<file path="config.mk">
export PLATFORM = sky130hd
export DESIGN_NAME = dcpu16_alu_ctl
export DESIGN_NICKNAME = d
export VERILOG_FILES = /design/src/rtl/dcpu16_alu_ctl.sv
export SDC_FILE = /design/constraint.sdc
export NUM_CORES = 1
export LEC_CHECK = 0
export ABC_AREA = 1
export ABC_CLOCK_PERIOD_IN_PS = 2250
export CAP_MARGIN = 15
export CORE_UTILIZATION = 40
export CTS_CLUSTER_SIZE = 10
export DETAILED_ROUTE_END_ITERATION = 6
export GPL_TIMING_DRIVEN = 0
export PLACE_DENSITY = 0.89
export SLEW_MARGIN = 0
export SYNTH_ARGS = -nofsm -noshare
export SYNTH_HDL_FRONTEND = slang
export SYNTH_SLANG_ARGS = --single-unit
</file>
<file path="constraint.sdc">
create_clock -name clk -period 2.25 [get_ports clk]
set_input_delay 0.225 -clock clk [delete_from_list [all_inputs] [get_ports clk]]
set_output_delay 0.225 -clock clk [all_outputs]
set_load 0.05 [all_outputs]
</file>
<file path="src/rtl/dcpu16_alu_ctl.sv">
// Purpose : issue controller that walks the DCPU16 ALU through its four phases for one op at a time.
// Latency : response strobe 4 edges after the accepting edge (5-cycle issue interval), +1 per stalled cycle.
// Backpr. : req_rdy only in IDLE with stall low; stall freezes the phase counter and gates alu_ena.
//
// Ports:
//   clk, rst                    clock and synchronous active-high reset
//   req_vld/req_rdy             request handshake; req_opc/req_a/req_b carry the basic op
//   stall                       external wait, freezes the sequence for as long as it is high
//   alu_ena/alu_pha             ALU enable and phase
//   alu_opc/alu_a/alu_b         opcode and operands held for the ALU until the next accept
//   alu_r/alu_o/alu_cc          ALU result, overflow and condition flag
//   rsp_vld                     one-cycle response strobe
//   rsp_r/rsp_o/rsp_cc          result, overflow word, condition result
//   rsp_wb/rsp_owb              write rsp_r to operand a / write rsp_o to O
//   rsp_skp/rsp_err             op was skipped / opcode not handled by the ALU (0x5..0x8)
module dcpu16_alu_ctl #(
  parameter bit SKIP_EN = 1'b1
) (
  input  logic        clk,
  input  logic        rst,
  input  logic        req_vld,
  output logic        req_rdy,
  input  logic [3:0]  req_opc,
  input  logic [15:0] req_a,
  input  logic [15:0] req_b,
  input  logic        stall,
  output logic        alu_ena,
  output logic [1:0]  alu_pha,
  output logic [3:0]  alu_opc,
  output logic [15:0] alu_a,
  output logic [15:0] alu_b,
  input  logic [15:0] alu_r,
  input  logic [15:0] alu_o,
  input  logic        alu_cc,
  output logic        rsp_vld,
  output logic [15:0] rsp_r,
  output logic [15:0] rsp_o,
  output logic        rsp_cc,
  output logic        rsp_wb,
  output logic        rsp_owb,
  output logic        rsp_skp,
  output logic        rsp_err
);

  typedef enum logic {
    ST_IDLE = 1'b0,
    ST_RUN  = 1'b1
  } state_t;

  state_t      state_q, state_d;
  logic [1:0]  ph_q, ph_d;
  logic        skip_pend_q, skip_pend_d;
  logic        skp_now_q, skp_now_d;
  logic [3:0]  alu_opc_q, alu_opc_d;
  logic [15:0] alu_a_q, alu_a_d;
  logic [15:0] alu_b_q, alu_b_d;
  logic        rsp_vld_q, rsp_vld_d;
  logic [15:0] rsp_r_q, rsp_r_d;
  logic [15:0] rsp_o_q, rsp_o_d;
  logic        rsp_cc_q, rsp_cc_d;
  logic        rsp_wb_q, rsp_wb_d;
  logic        rsp_owb_q, rsp_owb_d;
  logic        rsp_skp_q, rsp_skp_d;
  logic        rsp_err_q, rsp_err_d;

  logic        xfer;
  logic        op_wb, op_owb, op_err, op_test;

  // Opcode classes of the latched op, used when the response is built.
  always_comb begin
    op_wb   = 1'b0;
    op_owb  = 1'b0;
    op_err  = 1'b0;
    op_test = 1'b0;
    case (alu_opc_q)
      4'h1, 4'h9, 4'hA, 4'hB: op_wb = 1'b1;
      4'h2, 4'h3, 4'h4: begin
        op_wb  = 1'b1;
        op_owb = 1'b1;
      end
      4'h5, 4'h6, 4'h7, 4'h8: op_err = 1'b1;
      4'hC, 4'hD, 4'hE, 4'hF: op_test = 1'b1;
      default: ;  // JSR: result goes back as the jump target, no write-back
    endcase
  end

  // Handshake and ALU strobes follow stall/rst combinationally so a stalled
  // cycle never lets the ALU advance and reset never lets a request in.
  assign req_rdy = (state_q == ST_IDLE) && !stall && !rst;
  assign alu_ena = (state_q == ST_RUN) && !stall && !skp_now_q && !rst;
  assign alu_pha = (state_q == ST_RUN) ? ph_q : 2'd0;
  assign xfer    = req_vld && req_rdy;

  assign alu_opc = alu_opc_q;
  assign alu_a   = alu_a_q;
  assign alu_b   = alu_b_q;
  assign rsp_vld = rsp_vld_q;
  assign rsp_r   = rsp_r_q;
  assign rsp_o   = rsp_o_q;
  assign rsp_cc  = rsp_cc_q;
  assign rsp_wb  = rsp_wb_q;
  assign rsp_owb = rsp_owb_q;
  assign rsp_skp = rsp_skp_q;
  assign rsp_err = rsp_err_q;

  always_comb begin
    state_d     = state_q;
    ph_d        = ph_q;
    skip_pend_d = skip_pend_q;
    skp_now_d   = skp_now_q;
    alu_opc_d   = alu_opc_q;
    alu_a_d     = alu_a_q;
    alu_b_d     = alu_b_q;
    rsp_vld_d   = 1'b0;
    rsp_r_d     = rsp_r_q;
    rsp_o_d     = rsp_o_q;
    rsp_cc_d    = rsp_cc_q;
    rsp_wb_d    = rsp_wb_q;
    rsp_owb_d   = rsp_owb_q;
    rsp_skp_d   = rsp_skp_q;
    rsp_err_d   = rsp_err_q;

    case (state_q)
      ST_IDLE: begin
        if (xfer) begin
          alu_opc_d   = req_opc;
          alu_a_d     = req_a;
          alu_b_d     = req_b;
          ph_d        = 2'd0;
          state_d     = ST_RUN;
          // A pending skip is consumed by exactly this op.
          skp_now_d   = skip_pend_q;
          skip_pend_d = 1'b0;
        end
      end
      ST_RUN: begin
        if (!stall) begin
          ph_d = ph_q + 2'd1;  // wraps 3 -> 0, so ph is back at 0 in IDLE
          if (ph_q == 2'd3) begin
            state_d   = ST_IDLE;
            rsp_vld_d = 1'b1;
            rsp_o_d   = alu_o;
            rsp_cc_d  = alu_cc;
            rsp_skp_d = skp_now_q;
            rsp_err_d = op_err && !skp_now_q;
            rsp_r_d   = (op_err || skp_now_q) ? 16'h0000 : alu_r;
            rsp_wb_d  = op_wb && !skp_now_q;
            rsp_owb_d = op_owb && !skp_now_q;
            // Only a real (non-skipped) failed IFx arms the skip; a skipped
            // IFx saw stale CC and must not chain.
            if (SKIP_EN && !skp_now_q && op_test && !alu_cc) begin
              skip_pend_d = 1'b1;
            end
          end
        end
      end
      default: state_d = ST_IDLE;
    endcase
  end

  always_ff @(posedge clk) begin
    if (rst) begin
      state_q     <= ST_IDLE;
      ph_q        <= 2'd0;
      skip_pend_q <= 1'b0;
      skp_now_q   <= 1'b0;
      alu_opc_q   <= 4'h0;
      alu_a_q     <= 16'h0000;
      alu_b_q     <= 16'h0000;
      rsp_vld_q   <= 1'b0;
      rsp_r_q     <= 16'h0000;
      rsp_o_q     <= 16'h0000;
      rsp_cc_q    <= 1'b0;
      rsp_wb_q    <= 1'b0;
      rsp_owb_q   <= 1'b0;
      rsp_skp_q   <= 1'b0;
      rsp_err_q   <= 1'b0;
    end else begin
      state_q     <= state_d;
      ph_q        <= ph_d;
      skip_pend_q <= skip_pend_d;
      skp_now_q   <= skp_now_d;
      alu_opc_q   <= alu_opc_d;
      alu_a_q     <= alu_a_d;
      alu_b_q     <= alu_b_d;
      rsp_vld_q   <= rsp_vld_d;
      rsp_r_q     <= rsp_r_d;
      rsp_o_q     <= rsp_o_d;
      rsp_cc_q    <= rsp_cc_d;
      rsp_wb_q    <= rsp_wb_d;
      rsp_owb_q   <= rsp_owb_d;
      rsp_skp_q   <= rsp_skp_d;
      rsp_err_q   <= rsp_err_d;
    end
  end

endmodule

</file>
==> results of run 1 <==
==> logic make-up after synthesis <==
| family | count (synthesis) | share of synthesized area |
|---|---|---|
| adder cells (fa/ha/maj) | 1 | 0.00420 |
| AO/OA/AOI/OAI | 84 | 0.142 |
| AND/OR/NAND/NOR | 167 | 0.253 |
| flip-flops | 79 | 0.532 |
| buffers and inverters | 43 | 0.0694 |
==> worst paths after layout <==
check | from | end | slack, ns | cells past startpoint
worst min register to register | rsp_o[9]$_SDFFE_PP0P_ | rsp_o[9]$_SDFFE_PP0P_ | 0.46 | 2
worst min-delay path | req_vld | alu_b[1]$_SDFFE_PP0P_ | 0.33 | 3
worst max-delay path | state_q$_SDFF_PP0_ | alu_pha[1] | 0.23 | 3
worst max register to register | ph_q[0]$_SDFFE_PP0P_ | rsp_o[1]$_SDFFE_PP0P_ | 0.75 | 5
==> layout by cell type, fill, tap and decap left out <==
cell	netlist	routed
dfxtp_1	79	79
inv_1	12	12
clkinv_4	0	1
buf_2	9	9
a211oi_1	1	1
buf_6	1	1
nand3_1	69	69
inv_2	2	2
nor2_1	7	7
nand3_2	2	2
nand2_1	84	84
nor3_4	1	1
buf_4	7	7
clkdlybuf4s50_1	0	147
bufinv_16	0	2
a21oi_1	75	75
clkbuf_8	0	10
nor3_1	1	1
clkinv_2	0	3
nand4_1	1	1
clkbuf_1	12	11
nor2_4	1	1
nor2_2	1	1
ha_1	1	1
o21ai_0	8	8
clkbuf_2	0	2
==> critical path, delay by kind of cell, from the launching register on <==
family | cells | cell delay [ns]
buffers and inverters | 2 | 0.85
AND/OR/NAND/NOR | 1 | 0.10
flip-flops | 1 | 0.50
==> layer usage <==
metal / GRT usage / wire (um) / vias up
li1: - / - / 1570
met1: 0.256 / 3490 / 1433
met2: 0.373 / 4080 / 118
met3: 0.0737 / 769 / 15
met4: 0.0865 / 162 / 0
met5: 0 / 0 / -
==> cell type report <==
type | instances | area (um^2)
fillers | 625 | 2420
flip-flops and latches | 79 | 1580
repair buffers | 149 | 1480
multi-input cells | 252 | 1190
plain buffers | 28 | 150
clock buffers | 10 | 138
well taps | 99 | 124
clock inverters | 6 | 83.8
inverters | 14 | 52.6
==> power breakdown <==
part | switching (mW) | leakage, nW | internal [mW]
clock network | 0.508 | 0.116 | 0.651
logic | 0.212 | 0.935 | 0.182
registers | 0.0179 | 0.639 | 1.42
total | 0.737 | 1.69 | 2.26
==> registers in the layout, indices dropped and copies added, names as in the netlist <==
| signal | flops |
|---|---|
| alu_a | 16 |
| alu_b | 16 |
| alu_opc | 4 |
| ph_q | 2 |
| rsp_cc | 1 |
| rsp_err | 1 |
| rsp_o | 16 |
| rsp_owb | 1 |
| rsp_r | 16 |
| rsp_skp | 1 |
| rsp_vld | 1 |
| rsp_wb | 1 |
| skip_pend_q | 1 |
| skp_now_q | 1 |
| state_q | 1 |
==> what timing repair did <==
action	in CTS	in global routing
gates resized for setup	2	5
setup endpoints to repair	2	2
gates cloned	0	0
hold endpoints to repair	0	0
==> results.tsv, run 1 <==
metric	value	unit
top_reg_cell synth	dfxtp_1	
vias per cell	4.92	
HPWL Detailed	6420	um
Core Region	7210	um^2
crit path time final	2.02	ns
clk_lat worst skew	0.34	ns
PortBufs	149	
Min-Delay Path Class	in -> reg	
status	completed	
largest net degree at the start of global routing	14	
top cells by area, synth	dfxtp_1 (53%), a21oi_1 (13%), nand3_1 (12%)	
Peak VDD IR	562	uV
critical path startpoint category	flop	
crit path cell chain	nand2_1, inv_1, clkdlybuf4s50_1	
CTS tree	yes	
post-layout power	2.99	mW
Synth Instances	374	
final max-slew violation count	0	
clock transition at the registers of the reported paths	0.08	ns
Post-synth EDFFs	0	
required time of the critical path	2.03	ns
DRT iter0 DRCs	116	
sequential element share of the synthesized area	0.532	
# DRC	0	
die height	88.2	um
top-count cell post-synth	nand2_1	
slowest CP cell	clkdlybuf4s50_1	
row cnt	31	
YS warnings	0	
Post-CTS Hold Buffers	0	
area share of the largest cell type after synthesis	0.532	
Tightest Pin Transition	0.548	ns
Crit Path Max Fanout	7	
Async S/R FF share, synth	0	
GRT overflow	0	
Nets	607	
initial antenna violation count	0	
DR vias	3136	
Num CTS Buffers	9	
First-pass DRT Iterations	4	
Finished Layout Cells	637	
worst hold slack	0.330	ns
Hold Vio Cnt, Final	0	
CP arrival	1.79	ns
Final Cycle Share	0.896	
Crit. End Element	primary output	
H-tree levels	3	
placed cell area	4590	um^2
unrepaired setup endpoints after global routing	no	
die width	88.2	um
fin worst setup slack	0.234	ns
Syn-to-layout area delta	61.3	%
Max Buffers Root-to-Sink	2	
# IOs	151	
Setup WS pre-CTS	-0.230	ns
cell taking the most area after synthesis	dfxtp_1	
Netlist cell types	20	
post-route ant nets	0	
Final TNS setup	0	ns
Setup Skew	0.00761	ns
CTS Root Cell	clkbuf_8	
WL/cell	13.3	um
fin area	4800	um^2
Diodes inserted	0	
Final setup viols	0	
#FFs+latches synth	79	
post-layout util	0.665	
share of layout cells above drive strength 1	0.0781	
max-cap viol count	0	
Die Area	7790	um^2
Inst Count DP	622	
gpl congestion	0.747	
vias in the first global route	2872	
clock sinks	79	
critical path type	reg -> out	
post-CTS setup repair buffer count	0	
drt total wl	8500	um
power density over the cells	624	nW/um^2
critical path's largest stage delay	0.79	ns
syn_area_per_cell	7.96	um^2
Synthesized Nets	448	
Cell Area, Synth	2980	um^2
Highest Clock Rate	496	MHz
top post-synthesis cells by count	nand2_1 (84), dfxtp_1 (79), a21oi_1 (75)	
slew margin rel.	0.633	
Initial Util	0.412	
global-route wire length before repair	13100	um
Lkg Pwr	1.69	nW
Tot GR Track Use	0.220	
(Power assumes the default switching activity.)
==> run 2: changes to the inputs <==
- CAP_MARGIN: 15 -> 20
==> results of run 2 <==
Final layout, timing and power as in run 1 (identical DEF).
==> run 3: changes to the inputs <==
- ABC_CLOCK_PERIOD_IN_PS: 2250 -> 1830
- CORE_UTILIZATION: 40 -> 36
- PLACE_DENSITY: 0.89 -> 0.85
- clock period: 2.25 -> 1.83 ns (I/O delays scaled with it)
==> run 3 against run 2 <==
Compared with the run above: power increased by 14%; utilization shrank 5.5 points; first-iteration DRC count decreased by 15%; via count rose by 1.1%.
==> results.tsv, run 3 (same netlist as run 1, synthesis figures left out) <==
metric	value	unit	change
status	completed		
Max Buffers Root-to-Sink	2		unchanged
Final setup viols	0		unchanged
routed wire length on met3	674	um	-12%
WL/cell	13.7	um	+2.8%
Crit Path Max Fanout	4		-3
unrepaired setup endpoints after global routing	no		
row cnt	32		+3.2%
share of layout cells above drive strength 1	0.0833		+0.00527
max-cap viol count	0		unchanged
global-route wire length before repair	13700	um	+4.5%
WL met1	3630	um	+4.0%
CP arrival	1.58	ns	-0.21 ns
Peak VDD IR	413	uV	-26%
gpl congestion	0.760		+1.8%
GRT overflow	0		unchanged
Buffers & Inverters on Critical Path	1		-1
clock transition at the registers of the reported paths	0.07	ns	about the same
First-pass DRT Iterations	4		unchanged
slew margin rel.	0.627		-0.00663
Core Region	7850	um^2	+8.8%
Nets	609		+0.33%
vias in the first global route	2906		+1.2%
initial antenna violation count	0		unchanged
required time of the critical path	1.65	ns	-0.38 ns
power density over the cells	712	nW/um^2	+14%
clock sinks	79		unchanged
post-route ant nets	0		unchanged
critical path startpoint category	flop		
HPWL Detailed	6690	um	+4.2%
worst hold slack	0.287	ns	-0.0428 ns
slowest CP cell	clkdlybuf4s50_1		
Top Layer Used	met4		
Die Area	8630	um^2	+11%
vias per cell	4.94		+0.36%
CTS Root Cell	clkbuf_8		
cell family with the largest share of critical-path delay	buffers and inverters		
PortBufs	149		unchanged
DRT iter0 DRCs	99		-15%
final max-slew violation count	0		unchanged
Num CTS Buffers	9		unchanged
clk_lat worst skew	0.34	ns	about the same
# DRC	0		unchanged
Initial Util	0.379		-0.0333
CTS tree	yes		
Hold Vio Cnt, Final	0		unchanged
DR WL met2	4410	um	+8.2%
die height	92.9	um	+5.3%
Final TNS setup	0	ns	unchanged
die width	92.9	um	+5.3%
commonest cells after routing, fill and taps aside	clkdlybuf4s50_1 (143), nand2_1 (84), dfxtp_1 (78)		
Lkg Pwr	1.72	nW	+1.6%
Highest Clock Rate	566	MHz	
Crit. End Element	primary output		
drt total wl	8810	um	+3.6%
Tot GR Track Use	0.201		-0.0190
Tightest Pin Transition	0.558	ns	+0.00991 ns
Min-Delay Path Class	in -> reg		
# IOs	151		unchanged
Diodes inserted	0		unchanged
largest net degree at the start of global routing	20		+6
Syn-to-layout area delta	60.9	%	
Setup Skew	0.0101	ns	+0.00251 ns
critical path's largest stage delay	0.87	ns	+0.08 ns
crit path cell chain	clkdlybuf4s50_1		
DR vias	3172		+1.1%
crit path time final	1.77	ns	
commonest non-fill, non-tap cell in the layout	clkdlybuf4s50_1		
critical path type	reg -> out		
Final Cycle Share	0.966		
H-tree levels	3		unchanged
==> run 3: changes by cell type in the layout (fill, tap and decap cells not counted), sizes merged <==
cell,change
dlygate4sd2,+2
clkdlybuf4s50,-4
buf,+1
bufinv,-2
clkinvlp,+2
clkbuf,+2
dlymetal6s2s,+2
clkinv,-1
==> run 3: worst paths after layout <==
| kind | from | end | slack (ns) | depth (start not counted) |
|---|---|---|---|---|
| setup reg to reg | alu_opc[2]$_SDFFE_PP0P_ | rsp_r[15]$_SDFFE_PP0P_ | 0.28 | 7 |
| setup / recovery | alu_opc[1]$_SDFFE_PP0P_ | alu_opc[1] | 0.06 | 1 |
| hold / removal | req_vld | alu_b[0]$_SDFFE_PP0P_ | 0.29 | 3 |
| hold reg to reg | alu_b[4]$_SDFFE_PP0P_ | alu_b[4]$_SDFFE_PP0P_ | 0.46 | 2 |
==> run 3: timing repair <==
item                                    in CTS  in global routing
setup buffers                                0                  2
endpoints found under the setup margin       4                  4
gates cloned                                 0                  0
hold buffers                                 0                  0
pin swaps                                    1                  1
gates resized for setup                     13                  5
==> run 3: report_power, final <==
part	internal (mW)	switching, mW
registers	1.75	0.0222
logic	0.228	0.264
clock network	0.528	0.617
total	2.50	0.903
==> run 3: metrics by stage <==
| stage | cells | cell area [um^2] | utilization | power (mW) | worst slack [ns] |
|---|---|---|---|---|---|
| final | 642 | 4790 | 0.610 | 3.41 | 0.0631 |
| after detailed placement | 625 | 4600 | 0.586 | 2.30 | -0.577 |
| after floorplan | 374 | 2980 | - | 2.04 | 0.233 |
| after CTS | 640 | 4760 | 0.607 | 3.45 | 0.00175 |
| after global placement | 625 | 4600 | 0.586 | 2.29 | -0.578 |
| after global routing | 642 | 4790 | 0.610 | 3.55 | 0.00535 |
==> run 3: routing by layer <==
metal / up-vias / global-route usage
met5: - / 0
met4: 0 / 0.0705
met3: 8 / 0.0525
met2: 135 / 0.348
met1: 1453 / 0.238
li1: 1576 / -
==> run 3: layout make-up <==
type,instances,area [um^2]
fillers,721,3060
flip-flops and latches,79,1580
repair buffers,151,1500
multi-input cells,252,1190
plain buffers,28,153
clock buffers,11,141
well taps,102,128
inverters,14,52.6
clock inverters,5,33.8
